--- src/rtl/fp_fma_pkg.sv ---
// rtl/fp_fma_pkg.sv - shared constants and operand class type for the FMA special-case pipe
package fp_fma_pkg;

  localparam int WIDTH      = 16;
  localparam int CWIDTH     = 32;
  localparam int EXP_WIDTH  = 8;
  localparam int SIG_WIDTH  = 7;
  localparam int CSIG_WIDTH = 23;

  // Canonical quiet NaN returned for every NaN-producing case
  localparam logic [31:0] CANON_QNAN = 32'h7FC00000;

  typedef enum logic [2:0] {
    ZERO,
    SUB,
    NORM,
    INF,
    QNAN,
    SNAN
  } fp_class_t;

endpackage

--- src/rtl/fp_classify_lane.sv ---
// rtl/fp_classify_lane.sv - combinational IEEE-754 class and sign decode of one operand
module fp_classify_lane
  import fp_fma_pkg::*;
#(
  parameter int TOTAL_WIDTH = 16,
  parameter int SIG_W       = 7
) (
  input  logic [TOTAL_WIDTH-1:0] operand,
  output fp_class_t              cls,
  output logic                   sign
);

  localparam int EXP_W = TOTAL_WIDTH - SIG_W - 1;

  logic [EXP_W-1:0] expField;
  logic [SIG_W-1:0] sigField;

  assign sign     = operand[TOTAL_WIDTH-1];
  assign expField = operand[TOTAL_WIDTH-2 -: EXP_W];
  assign sigField = operand[SIG_W-1:0];

  // Exponent extremes select the special classes; the mantissa MSB is the quiet bit
  always_comb begin
    if (&expField) begin
      if (sigField == '0)          cls = INF;
      else if (sigField[SIG_W-1])  cls = QNAN;
      else                         cls = SNAN;
    end else if (expField == '0) begin
      cls = (sigField == '0) ? ZERO : SUB;
    end else begin
      cls = NORM;
    end
  end

endmodule

--- src/rtl/fp_fma_special_pipe.sv ---
// rtl/fp_fma_special_pipe.sv - multi-lane FMA special-case resolver pipe; FP_SPECIAL_FTZ_EN flushes subnormals to zero
module fp_fma_special_pipe #(
  parameter int WIDTH      = 16,
  parameter int CWIDTH     = 32,
  parameter int EXP_WIDTH  = 8,
  parameter int SIG_WIDTH  = 7,
  parameter int CSIG_WIDTH = 23,
  parameter int LANES      = 4,
  parameter int STAGES     = 2,
  parameter int CNT_WIDTH  = 8
) (
  input  logic                    clk,
  input  logic                    rst,
  input  logic                    in_valid,
  output logic                    in_ready,
  input  logic [LANES*WIDTH-1:0]  a,
  input  logic [LANES*WIDTH-1:0]  b,
  input  logic [LANES*CWIDTH-1:0] c,
  output logic                    out_valid,
  input  logic                    out_ready,
  output logic [LANES-1:0]        special_hit,
  output logic [LANES*CWIDTH-1:0] special_result,
  output logic [LANES-1:0]        lane_invalid,
  input  logic                    clear_flags,
  output logic                    sticky_invalid,
  output logic                    sticky_inf,
  output logic [CNT_WIDTH-1:0]    invalid_count
);

`ifdef FP_SPECIAL_FTZ_EN
  localparam bit FTZ = 1'b1;
`else
  localparam bit FTZ = 1'b0;
`endif

  logic [LANES-1:0]        hitComb;
  logic [LANES-1:0]        invComb;
  logic [LANES*CWIDTH-1:0] resComb;
  logic [LANES-1:0]        laneInf;

  for (genvar i = 0; i < LANES; i++) begin : gLane
    fp_fma_pkg::fp_class_t clsA, clsB, clsC;
    logic sA, sB, sC, sp;
    logic aNan, bNan, cNan, anySnan;
    logic aInf, bInf, cInf, aZero, bZero, cZero;
    logic [CWIDTH-1:0] res;
    logic hit, inv;

    fp_classify_lane #(.TOTAL_WIDTH(WIDTH), .SIG_W(SIG_WIDTH)) uClsA (
      .operand(a[i*WIDTH +: WIDTH]), .cls(clsA), .sign(sA));
    fp_classify_lane #(.TOTAL_WIDTH(WIDTH), .SIG_W(SIG_WIDTH)) uClsB (
      .operand(b[i*WIDTH +: WIDTH]), .cls(clsB), .sign(sB));
    fp_classify_lane #(.TOTAL_WIDTH(CWIDTH), .SIG_W(CSIG_WIDTH)) uClsC (
      .operand(c[i*CWIDTH +: CWIDTH]), .cls(clsC), .sign(sC));

    assign sp      = sA ^ sB;
    assign aNan    = (clsA == fp_fma_pkg::QNAN) || (clsA == fp_fma_pkg::SNAN);
    assign bNan    = (clsB == fp_fma_pkg::QNAN) || (clsB == fp_fma_pkg::SNAN);
    assign cNan    = (clsC == fp_fma_pkg::QNAN) || (clsC == fp_fma_pkg::SNAN);
    assign anySnan = (clsA == fp_fma_pkg::SNAN) || (clsB == fp_fma_pkg::SNAN) ||
                     (clsC == fp_fma_pkg::SNAN);
    assign aInf    = clsA == fp_fma_pkg::INF;
    assign bInf    = clsB == fp_fma_pkg::INF;
    assign cInf    = clsC == fp_fma_pkg::INF;
    // Under flush-to-zero a subnormal behaves exactly like a signed zero
    assign aZero   = (clsA == fp_fma_pkg::ZERO) || (FTZ && clsA == fp_fma_pkg::SUB);
    assign bZero   = (clsB == fp_fma_pkg::ZERO) || (FTZ && clsB == fp_fma_pkg::SUB);
    assign cZero   = (clsC == fp_fma_pkg::ZERO) || (FTZ && clsC == fp_fma_pkg::SUB);

    // Priority-ordered special-case resolution; qNaN is the default hit result
    always_comb begin
      hit = 1'b1;
      inv = 1'b0;
      res = fp_fma_pkg::CANON_QNAN;
      if (aNan || bNan || cNan) begin
        inv = anySnan;
      end else if ((aInf && bZero) || (aZero && bInf)) begin
        inv = 1'b1;
      end else if ((aInf || bInf) && cInf && (sC != sp)) begin
        inv = 1'b1;
      end else if (aInf || bInf) begin
        res = {sp, {EXP_WIDTH{1'b1}}, {CSIG_WIDTH{1'b0}}};
      end else if (cInf) begin
        res = c[i*CWIDTH +: CWIDTH];
      end else if ((aZero || bZero) && cZero) begin
        res = {sp & sC, {(CWIDTH-1){1'b0}}};
      end else begin
        hit = 1'b0;
        res = '0;
      end
    end

    assign hitComb[i]                   = hit;
    assign invComb[i]                   = inv;
    assign resComb[i*CWIDTH +: CWIDTH]  = res;
    assign laneInf[i] = special_hit[i] &&
                        (special_result[i*CWIDTH+CSIG_WIDTH +: EXP_WIDTH] == '1) &&
                        (special_result[i*CWIDTH +: CSIG_WIDTH] == '0);
  end

  logic                    stall;
  logic                    fire;
  logic [STAGES-1:0]       vPipe;
  logic [LANES-1:0]        hitPipe [STAGES];
  logic [LANES-1:0]        invPipe [STAGES];
  logic [LANES*CWIDTH-1:0] resPipe [STAGES];

  assign stall    = out_valid & ~out_ready;
  assign in_ready = ~stall;
  assign fire     = out_valid & out_ready;

  // Whole pipe freezes on stall; data regs load only when a valid beat moves into them
  always_ff @(posedge clk) begin
    if (rst) begin
      vPipe <= '0;
      for (int s = 0; s < STAGES; s++) begin
        hitPipe[s] <= '0;
        invPipe[s] <= '0;
        resPipe[s] <= '0;
      end
    end else if (!stall) begin
      vPipe[0] <= in_valid;
      if (in_valid) begin
        hitPipe[0] <= hitComb;
        invPipe[0] <= invComb;
        resPipe[0] <= resComb;
      end
      for (int s = 1; s < STAGES; s++) begin
        vPipe[s] <= vPipe[s-1];
        if (vPipe[s-1]) begin
          hitPipe[s] <= hitPipe[s-1];
          invPipe[s] <= invPipe[s-1];
          resPipe[s] <= resPipe[s-1];
        end
      end
    end
  end

  assign out_valid      = vPipe[STAGES-1];
  assign special_hit    = hitPipe[STAGES-1];
  assign lane_invalid   = invPipe[STAGES-1];
  assign special_result = resPipe[STAGES-1];

  // Exception state accumulates as beats leave; clear wins over a same-cycle event
  always_ff @(posedge clk) begin
    if (rst || clear_flags) begin
      sticky_invalid <= 1'b0;
      sticky_inf     <= 1'b0;
      invalid_count  <= '0;
    end else if (fire) begin
      sticky_invalid <= sticky_invalid | (|lane_invalid);
      sticky_inf     <= sticky_inf | (|laneInf);
      if ((|lane_invalid) && !(&invalid_count)) begin
        invalid_count <= invalid_count + 1'b1;
      end
    end
  end

endmodule

--- config.mk ---
export PLATFORM = sky130hd
export DESIGN_NAME = fp_fma_special_pipe
export DESIGN_NICKNAME = d
export VERILOG_FILES = /design/src/rtl/fp_fma_pkg.sv /design/src/rtl/fp_classify_lane.sv /design/src/rtl/fp_fma_special_pipe.sv
export SDC_FILE = /design/constraint.sdc
export NUM_CORES = 1
export LEC_CHECK = 0
export CAP_MARGIN = 15
export CORE_MARGIN = 10
export CORE_UTILIZATION = 50
export CTS_CLUSTER_DIAMETER = 50
export DETAILED_ROUTE_END_ITERATION = 8
export HOLD_SLACK_MARGIN = 0.1
export PLACE_DENSITY = 0.86
export SLEW_MARGIN = 40
export SYNTH_ARGS = -nofsm -noshare
export SYNTH_HDL_FRONTEND = slang
export SYNTH_SLANG_ARGS = --single-unit
--- constraint.sdc ---
create_clock -name clk -period 13.9 [get_ports clk]
set_clock_uncertainty 0.05 [all_clocks]
set_input_delay 2.085 -clock clk [delete_from_list [all_inputs] [get_ports clk]]
set_output_delay 2.085 -clock clk [all_outputs]
set_load 0.03 [all_outputs]
# Word-level counts from Yosys, hierarchy flattened

Memories as Yosys holds them, arrays and structs flattened.
Cells that the tools add are included.

RAM bits: 272
Output and inout port bits: 148
Logic and storage cells: 335
Memories kept: 3
Register bits: 12
Input bits: 261

Add/subtract/negate cells: 1
Reductions and logical operators: 127
Bitwise logic cells: 20
Muxes and demuxes: 136
Eq/ne operators: 44

Memory list:

| name    | words | bits a word | rd ports | clocked after memory_dff | write ports | RTL line                   | text |
|---|---|---|---|---|---|---|---|
| resPipe | 2     | 128         | 2        | 0                        | 2           | fp_fma_special_pipe.sv:106 | `logic [LANES*CWIDTH-1:0] resPipe [STAGES];` |
| hitPipe | 2     | 4           | 2        | 0                        | 2           | fp_fma_special_pipe.sv:104 | `logic [LANES-1:0] hitPipe [STAGES];` |
| invPipe | 2     | 4           | 2        | 0                        | 2           | fp_fma_special_pipe.sv:105 | `logic [LANES-1:0] invPipe [STAGES];` |

Operators by type and width:

| cell                                                                  | number |
|---|---|
| 32-bit 2-to-1 mux                                                     | 24 |
| 128-bit 2-to-1 mux                                                    | 2 |
| 23-bit zero test                                                      | 8 |
| 3-bit 2-to-1 mux                                                      | 36 |
| 8-bit AND reduction                                                   | 13 |
| 8-bit zero test                                                       | 12 |
| 3-bit equality test, second input constant                            | 24 |
| 1-bit 2-to-1 mux                                                      | 70 |
| 7-bit zero test                                                       | 8 |
| 1-bit logical OR                                                      | 41 |
| 3-bit by 2-bit equality test with 1-bit output, second input constant | 12 |
| 3-bit zero test                                                       | 12 |
| 8-bit equality test, second input constant                            | 4 |
| 1-bit logical AND                                                     | 29 |
| 4-bit 2-to-1 mux                                                      | 4 |
| 8-bit by 1-bit adder with 8-bit output, second input constant         | 1 |
| 1-bit bitwise OR                                                      | 8 |
| 4-bit OR reduction                                                    | 2 |
| 1-bit bitwise AND                                                     | 6 |
| 1-bit != test                                                         | 4 |
| 1-bit bitwise XOR                                                     | 4 |
| 1-bit inverter                                                        | 2 |
| 2-bit AND reduction                                                   | 1 |
| 1-bit zero test                                                       | 1 |

# Logic depth before layout (Yosys ltp)

Gate-level depths: netlist of the first run.

Word-level depth: 14
Gate-level depth with buffers: 7
Gate-level depth less buffers: 6

# By module

A second synthesis of the first run with hierarchy kept.

Cell total of the unflattened synthesis: 1147
Area total of the unflattened synthesis: 13878.3 µm²

Modules (own cells, without submodules):

| module                                 | times used | cells each | sequential area each (µm²) | area an instance (µm²) |
|---|---|---|---|---|
| fp_fma_special_pipe                    | 1          | 979        | 8408.1                     | 12702.2 |
| fp_classify_lane at gLane[0].uClsA ... | 8          | 12         | 0.0                        | 88.8 |
| fp_classify_lane at gLane[0].uClsC ... | 4          | 18         | 0.0                        | 116.4 |

# Least setup slack after synthesis of the first run

OpenSTA, ideal clock, no wires.

Path type: input -> register
Start point: input out_ready
End point: memory hitPipe[0][0], enable pin
Data arrival time: 5604 ps
Required time: 13330 ps
Slack: 7727 ps
Cell stages on the path: 4
Path through: nor2b_1 inv_1 nand2_1 nand2b_1

RTL lines:

| item        | RTL line                   | text |
|---|---|---|
| from (decl) | fp_fma_special_pipe.sv:20  | `input logic out_ready,` |
| to (decl)   | fp_fma_special_pipe.sv:104 |  |

# Final worst setup path of the first run

Start point: input out_ready
End point: output in_ready

Cells in the longest elaborated chain, start to end: 3

RTL lines:

| item              | RTL line                   | text |
|---|---|---|
| 1-bit inverter    | fp_fma_special_pipe.sv:108 | `assign stall = out_valid & ~out_ready;` |
| 1-bit bitwise AND | fp_fma_special_pipe.sv:108 |  |
| 1-bit inverter    | fp_fma_special_pipe.sv:109 | `assign in_ready = ~stall;` |
| to (decl)         | fp_fma_special_pipe.sv:15  | `output logic in_ready,` |

No other way between the ends.

==> metrics.md, run 1 <==
| Metric | Value |
|---|---|
| Outcome | complete, no violations |
| Slew @ Worst Pin | approximately 800 ps |
| Fin crit share | 0.418 |
| Fin worst setup slack | between 8000 and 9000 ps |
| Die area | around 0.032 mm² |
| Worst IR Drop VDD | roughly 100 µV |
| CP Class | in -> out |
| Max-slew violation count | 0 |
| H-Tree Depth | 1 |
| Leak | 6.16 nW |
| Ys async rst share | 0 |
| WL/cell | 20.2 µm |
| Critical Path RT | roughly 12000 ps |
| Post-route setup TNS | 0 ps |
| GP Congestion | about 0.95 |
| Die height | 178 µm |
| Residual DRC | 0 |
| Nature of the critical path endpoint | output pin |
| Total gr overflow | 0 |
| Dpl ws | 8140 ps |
| Post-cts resize count | 0 |
| Vias in the first global route | 9089 |
| Critical Path AT | approximately 3700 ps |
| DRT Pass-1 Iters | 5 |
| Hold Path Class | reg -> reg |
| DR vias | 8455 |
| First-pass GRT wire length | 49.0 mm |
| Clock sinks | ~280 |
| Predominant post-synthesis flop cell | edfxtp_1 |
| Slew margin rel. | 0.467 |
| IO Port Bufs | 408 |
| Layout cells sized above 1 | 0.0512 |
| Die width | roughly 180 µm |
| # Post-CTS Setup Buffers | 0 |
| Core Util, Final | 0.707 |
| Root Buffer | clkbuf_16 |
| CTS buffer count | 28 |
| DRT antenna net count | 0 |
| Flops & latches, synth | 284 |
| Endpoints failing hold | 0 |
| Mean area per synthesized cell | 13.4 µm² |
| Initial DRC Count | between 400 and 500 |
| Initial antenna violation count | 2 |
| Worst Hold Slack | around 420 ps |
| CP max FO | 5 |
| RSZ-0062 raised after global routing | no |
| Worst Setup Start Kind | input port |
| Latest clock arrival within the worst-skew pair | between 500 and 600 ps |
| Synth cell types | 52 |
| Cell area after synthesis | roughly 0.013 mm² |
| Register area share after synthesis | 0.672 |
| Clk slew on worst S/H paths | 60 ps |
| PwrDens | about 120 mW/mm² |
| CTS tree | yes |
| Total track usage | 0.198 |
| I/O Pins | 409 |
| Post-synthesis cell count | just over 900 |
| Post-synth EDFFs | roughly 270 |
| Hold_buf cts | 0 |
| Nets | roughly 1600 |
| WL final | approximately 33 mm |
| Core Region | approximately 0.024 mm² |
| Final Setup Violations | 0 |
| Starting density of the core | 0.512 |
| Std cell rows | 57 |
| Via-per-instance ratio | a little over 5 |
| Area Overhead vs Synth | 38.1% |
| Maxcap violations | 0 |
| Pin count of the biggest net entering global routing | between 100 and 150 |
| Max Freq | between 0.15 and 0.2 GHz |
| Max clock buf depth | 3 |
| DP Wirelength | around 26 mm |
| Crit path time final | 5800 ps |
| Yosys warnings | 0 |
==> critical path, stage by stage <==
cell and delay, ps:
clkdlybuf4s50_1 460, nor2b_1 350, inv_1 150, clkdlybuf4s50_1 620
==> through the flow <==
stage	area (µm²)	instances	power, mW
floorplan	12800	1021	1.20
global placement	16300	1598	1.32
detailed placement	16300	1598	1.33
CTS	17300	1650	2.11
global route	17300	1653	2.16
finish	17300	1653	2.09
==> area by class of cell <==
cell class	count	area, µm²
inverters	7	26.3
diodes	2	5.00
repair buffers	413	4150
well taps	324	405
clock buffers	32	737
flip-flops and latches	284	8410
fillers	1625	7170
multi-input cells	571	3330
clock inverters	20	236
==> synth_stat cells (12+ instances only) <==
library cell | n | area share
edfxtp_1 | 272 | 0.65
and2_1 | 138 | 0.069
buf_4 | 136 | 0.082
nor4_1 | 73 | 0.036
nor2_1 | 61 | 0.018
nand4_1 | 43 | 0.021
nand2_1 | 30 | 0.0090
clkbuf_1 | 22 | 0.0066
nor3_1 | 15 | 0.0060
a31oi_1 | 12 | 0.0060
dfxtp_1 | 12 | 0.019
==> logic make-up after synthesis <==
logic type      synth area share
xor+xnor                 0.00630
mux                     0.000800
flops                      0.672
simple gates               0.194
fa+ha+maj                0.00500
compound gates            0.0312
other cells             0.000300
buf+inv                   0.0911
==> flip-flops by register name, summed over array words and instances, names as in the netlist <==
name / cells
vPipe: 2
invPipe: 8
sticky_invalid: 1
sticky_inf: 1
hitPipe: 8
resPipe: 256
invalid_count: 8
==> metal layers <==
metal / up-vias / GRT usage / part of all wire
met5: - / 0 / 0
met2: 381 / 0.398 / 0.56
met1: 4010 / 0.188 / 0.33
met4: 0 / 0.0599 / 0.023
met3: 39 / 0.0560 / 0.085
li1: 4025 / - / -
==> worst paths after layout <==
path	startpoint	to	slack [ps]	cells after the start
min reg2reg	sticky_invalid	sticky_invalid	420	2
max reg2reg	vPipe[1]	resPipe[0][232]	11440	4
min	sticky_invalid	sticky_invalid	420	2
max	out_ready	in_ready	8100	4
==> where the power goes <==
| part | total (mW) | leakage (nW) | internal, mW | switching (mW) |
|---|---|---|---|---|
| registers | 1.03 | 2.96 | 1.00 | 0.0260 |
| clock network | 0.779 | 0.460 | 0.474 | 0.305 |
| logic | 0.282 | 2.74 | 0.135 | 0.146 |
| total | 2.09 | 6.16 | 1.61 | 0.477 |
==> layout by cell type, fill, tap and decap left out, drive strengths merged, types with 6 or more instances in the layout <==
| cell type | n |
|---|---|
| nor4b | 9 |
| or2 | 6 |
| nand2 | 30 |
| dfxtp | 12 |
| clkinv | 10 |
| edfxtp | 272 |
| nand4 | 43 |
| a31oi | 12 |
| clkdlybuf4s50 | 408 |
| clkbuf | 32 |
| xor2 | 6 |
| conb | 88 |
| nor2 | 61 |
| nand3 | 8 |
| inv | 7 |
| nor3 | 16 |
| nor4 | 74 |
| and2 | 138 |
| a21oi | 8 |
Note: power is estimated with default switching activity, not from simulation.
==> inputs of run 2 (changes only) <==
- CORE_UTILIZATION: 50 -> 46
- PLACE_DENSITY: 0.86 -> 0.8
- clock period: 13.9 -> 5.9 ns (I/O delays scaled with it)
==> metrics.md, run 2 (synthesis gave the netlist of run 1 again) <==
| Metric | Value |
|---|---|
| Biggest register | resPipe |
| Critical Path RT | 4970 ps (-6800 ps) |
| Total gr overflow | 0 (unchanged) |
| I/O Pins | 409 (unchanged) |
| Initial antenna violation count | 1 (-1) |
| First-pass GRT wire length | 47.6 mm (-2.9%) |
| # Post-CTS Setup Buffers | 0 (unchanged) |
| Hold Path Class | reg -> reg |
| DR vias | 8365 (-1.1%) |
| Critical Path AT | 2420 ps (-1250 ps) |
| Comb power frac | 0.132 (-0.003) |
| GP Congestion | 0.882 (-6.8%) |
| Area Overhead vs Synth | 38.8% |
| Die area | 0.0342 mm² (+7.7%) |
| Post-cts resize count | 0 (unchanged) |
| Sw Pwr | 1.14 mW (+140%) |
| Starting density of the core | 0.466 (-0.0460) |
| Post-route setup TNS | 0 ps (unchanged) |
| Sw Ratio | 0.227 (-0.000839) |
| CTS tree | yes |
| WL/cell | 19.3 µm (-4.5%) |
| Commonest non-fill, non-tap cells in the layout | clkdlybuf4s50_1, edfxtp_1, and2_1, conb_1, nor4_1 |
| Crit path time final | around 3400 ps |
| Total track usage | 0.179 (-0.0190) |
| Endpoints failing hold | 0 (unchanged) |
| WL final | 32.3 mm (-3.5%) |
| Worst Setup Start Kind | input port |
| Max clock buf depth | 3 (unchanged) |
| CP max FO | 5 (unchanged) |
| Maxcap violations | 0 (unchanged) |
| Int Power | 3.86 mW (+140%) |
| CTS buffer count | 29 (+3.6%) |
| Initial DRC Count | 345 (-29%) |
| Die height | 185 µm (+3.8%) |
| Outcome | complete, no violations |
| Antenna fix cells | 0 (-2) |
| Most common cell after layout, fill and taps aside | clkdlybuf4s50_1 |
| Via-per-instance ratio | 5.01 (-2.1%) |
| Max reg flops | 256 (unchanged) |
| Core Region | 0.0269 mm² (+9.9%) |
| Root Buffer | clkbuf_16 |
| RSZ-0062 raised after global routing | no |
| Power, Total | 4.99 mW (+140%) |
| Max Freq | 0.298 GHz |
| Leak | 6.20 nW (+0.68%) |
| DRT antenna net count | 0 (unchanged) |
| Pin count of the biggest net entering global routing | 138 (unchanged) |
| Slew @ Worst Pin | 751 ps (-41.5 ps) |
| Nets | 1573 (+0.13%) |
| CP Class | in -> out |
| Clk slew on worst S/H paths | 60 ps (about the same) |
| Core Util, Final | 0.647 (-0.0602) |
| DRT Pass-1 Iters | 5 (unchanged) |
| Fill count | 1964 (+21%) |
| PwrDens | 287 mW/mm² (+140%) |
| IO Port Bufs | 408 (unchanged) |
| Hold_buf cts | 0 (unchanged) |
| H-Tree Depth | 1 (unchanged) |
| Finished Layout Cells | 1671 (+1.1%) |
| Nature of the critical path endpoint | output pin |
| Residual DRC | 0 (unchanged) |
| Final Setup Violations | 0 (unchanged) |
| Std cell rows | 60 (+5.3%) |
| Die width | 185 µm (+3.8%) |
| Clock power share | 0.382 (+0.009) |
| Reg power frac | 0.486 (-0.007) |
| Latest clock arrival within the worst-skew pair | 530 ps (about the same) |
| Max-slew violation count | 0 (unchanged) |
| Placed Cells | 1617 (+1.2%) |
| Slew margin rel. | 0.494 (+0.0279) |
| Vias in the first global route | 8787 (-3.3%) |
| Worst IR Drop VDD | 204 µV (+100%) |
| Clock sinks | 284 (unchanged) |
| Layout cells sized above 1 | 0.0586 (+0.00740) |
| DP Wirelength | 25.6 mm (-1.2%) |
| Fin crit share | 0.568 |
[run 2: cell count changes in the layout (fill, tap and decap cells not counted), moves of 2 or more]
cell,previous run,this run
buf_4,1,4
diode_2,2,0
clkinv_1,7,5
nor4_1,73,70
clkinv_2,3,5
clkinv_4,0,2
inv_6,0,4
buf_6,3,1
clkinvlp_4,5,2
nor4_2,0,3
[run 2: final cells by class]
type / count / area (µm²) / area share
Tap cell: 341 / 427 / 0.0245
Inverter: 7 / 26.3 / 0.00151
Multi-Input combinational cell: 571 / 3350 / 0.193
Clock buffer: 31 / 733 / 0.0422
Timing Repair Buffer: 414 / 4150 / 0.238
Clock inverter: 23 / 288 / 0.0166
Sequential cell: 284 / 8410 / 0.484
[run 2: critical path, cell delays in order]
cell and delay (ps):
clkdlybuf4s50_1 450, nor2b_1 320, inv_1 140, clkdlybuf4s50_1 630
[run 2: per-stage QoR]
step	cell area [µm²]	worst slack [ps]	hold WS, ps
5_1_grt	17400	2480	439
6_report	17400	2550	417
2_1_floorplan	12800	927	407
4_1_cts	17400	2550	422
3_5_place_dp	16400	2180	407
3_3_place_gp	16300	2210	401
[run 2: layer usage]
metal / vias up / track usage / share of wire
met2: 344 / 0.354 / 0.56
li1: 4028 / - / -
met5: - / 0 / 0
met3: 49 / 0.0596 / 0.093
met1: 3944 / 0.169 / 0.33
met4: 0 / 0.0546 / 0.024
[run 2: final timing paths]
| check | cells past startpoint | slack, ps | from | endpoint |
|---|---|---|---|---|
| max | 4 | 2550 | out_ready | in_ready |
| min | 2 | 420 | sticky_invalid | sticky_invalid |
| max reg2reg | 5 | 3550 | vPipe[1] | hitPipe[0][2] |
| min reg2reg | 2 | 420 | sticky_invalid | sticky_invalid |
[run 2: power groups by stage]
stage	combinational (mW)	clock [mW]	sequential [mW]
6_report	0.660	1.90	2.43
5_1_grt	0.698	2.03	2.44
4_1_cts	0.665	1.95	2.43
3_5_place_dp	0.663	0	2.47
3_3_place_gp	0.650	0	2.47
2_1_floorplan	0.377	0	2.46
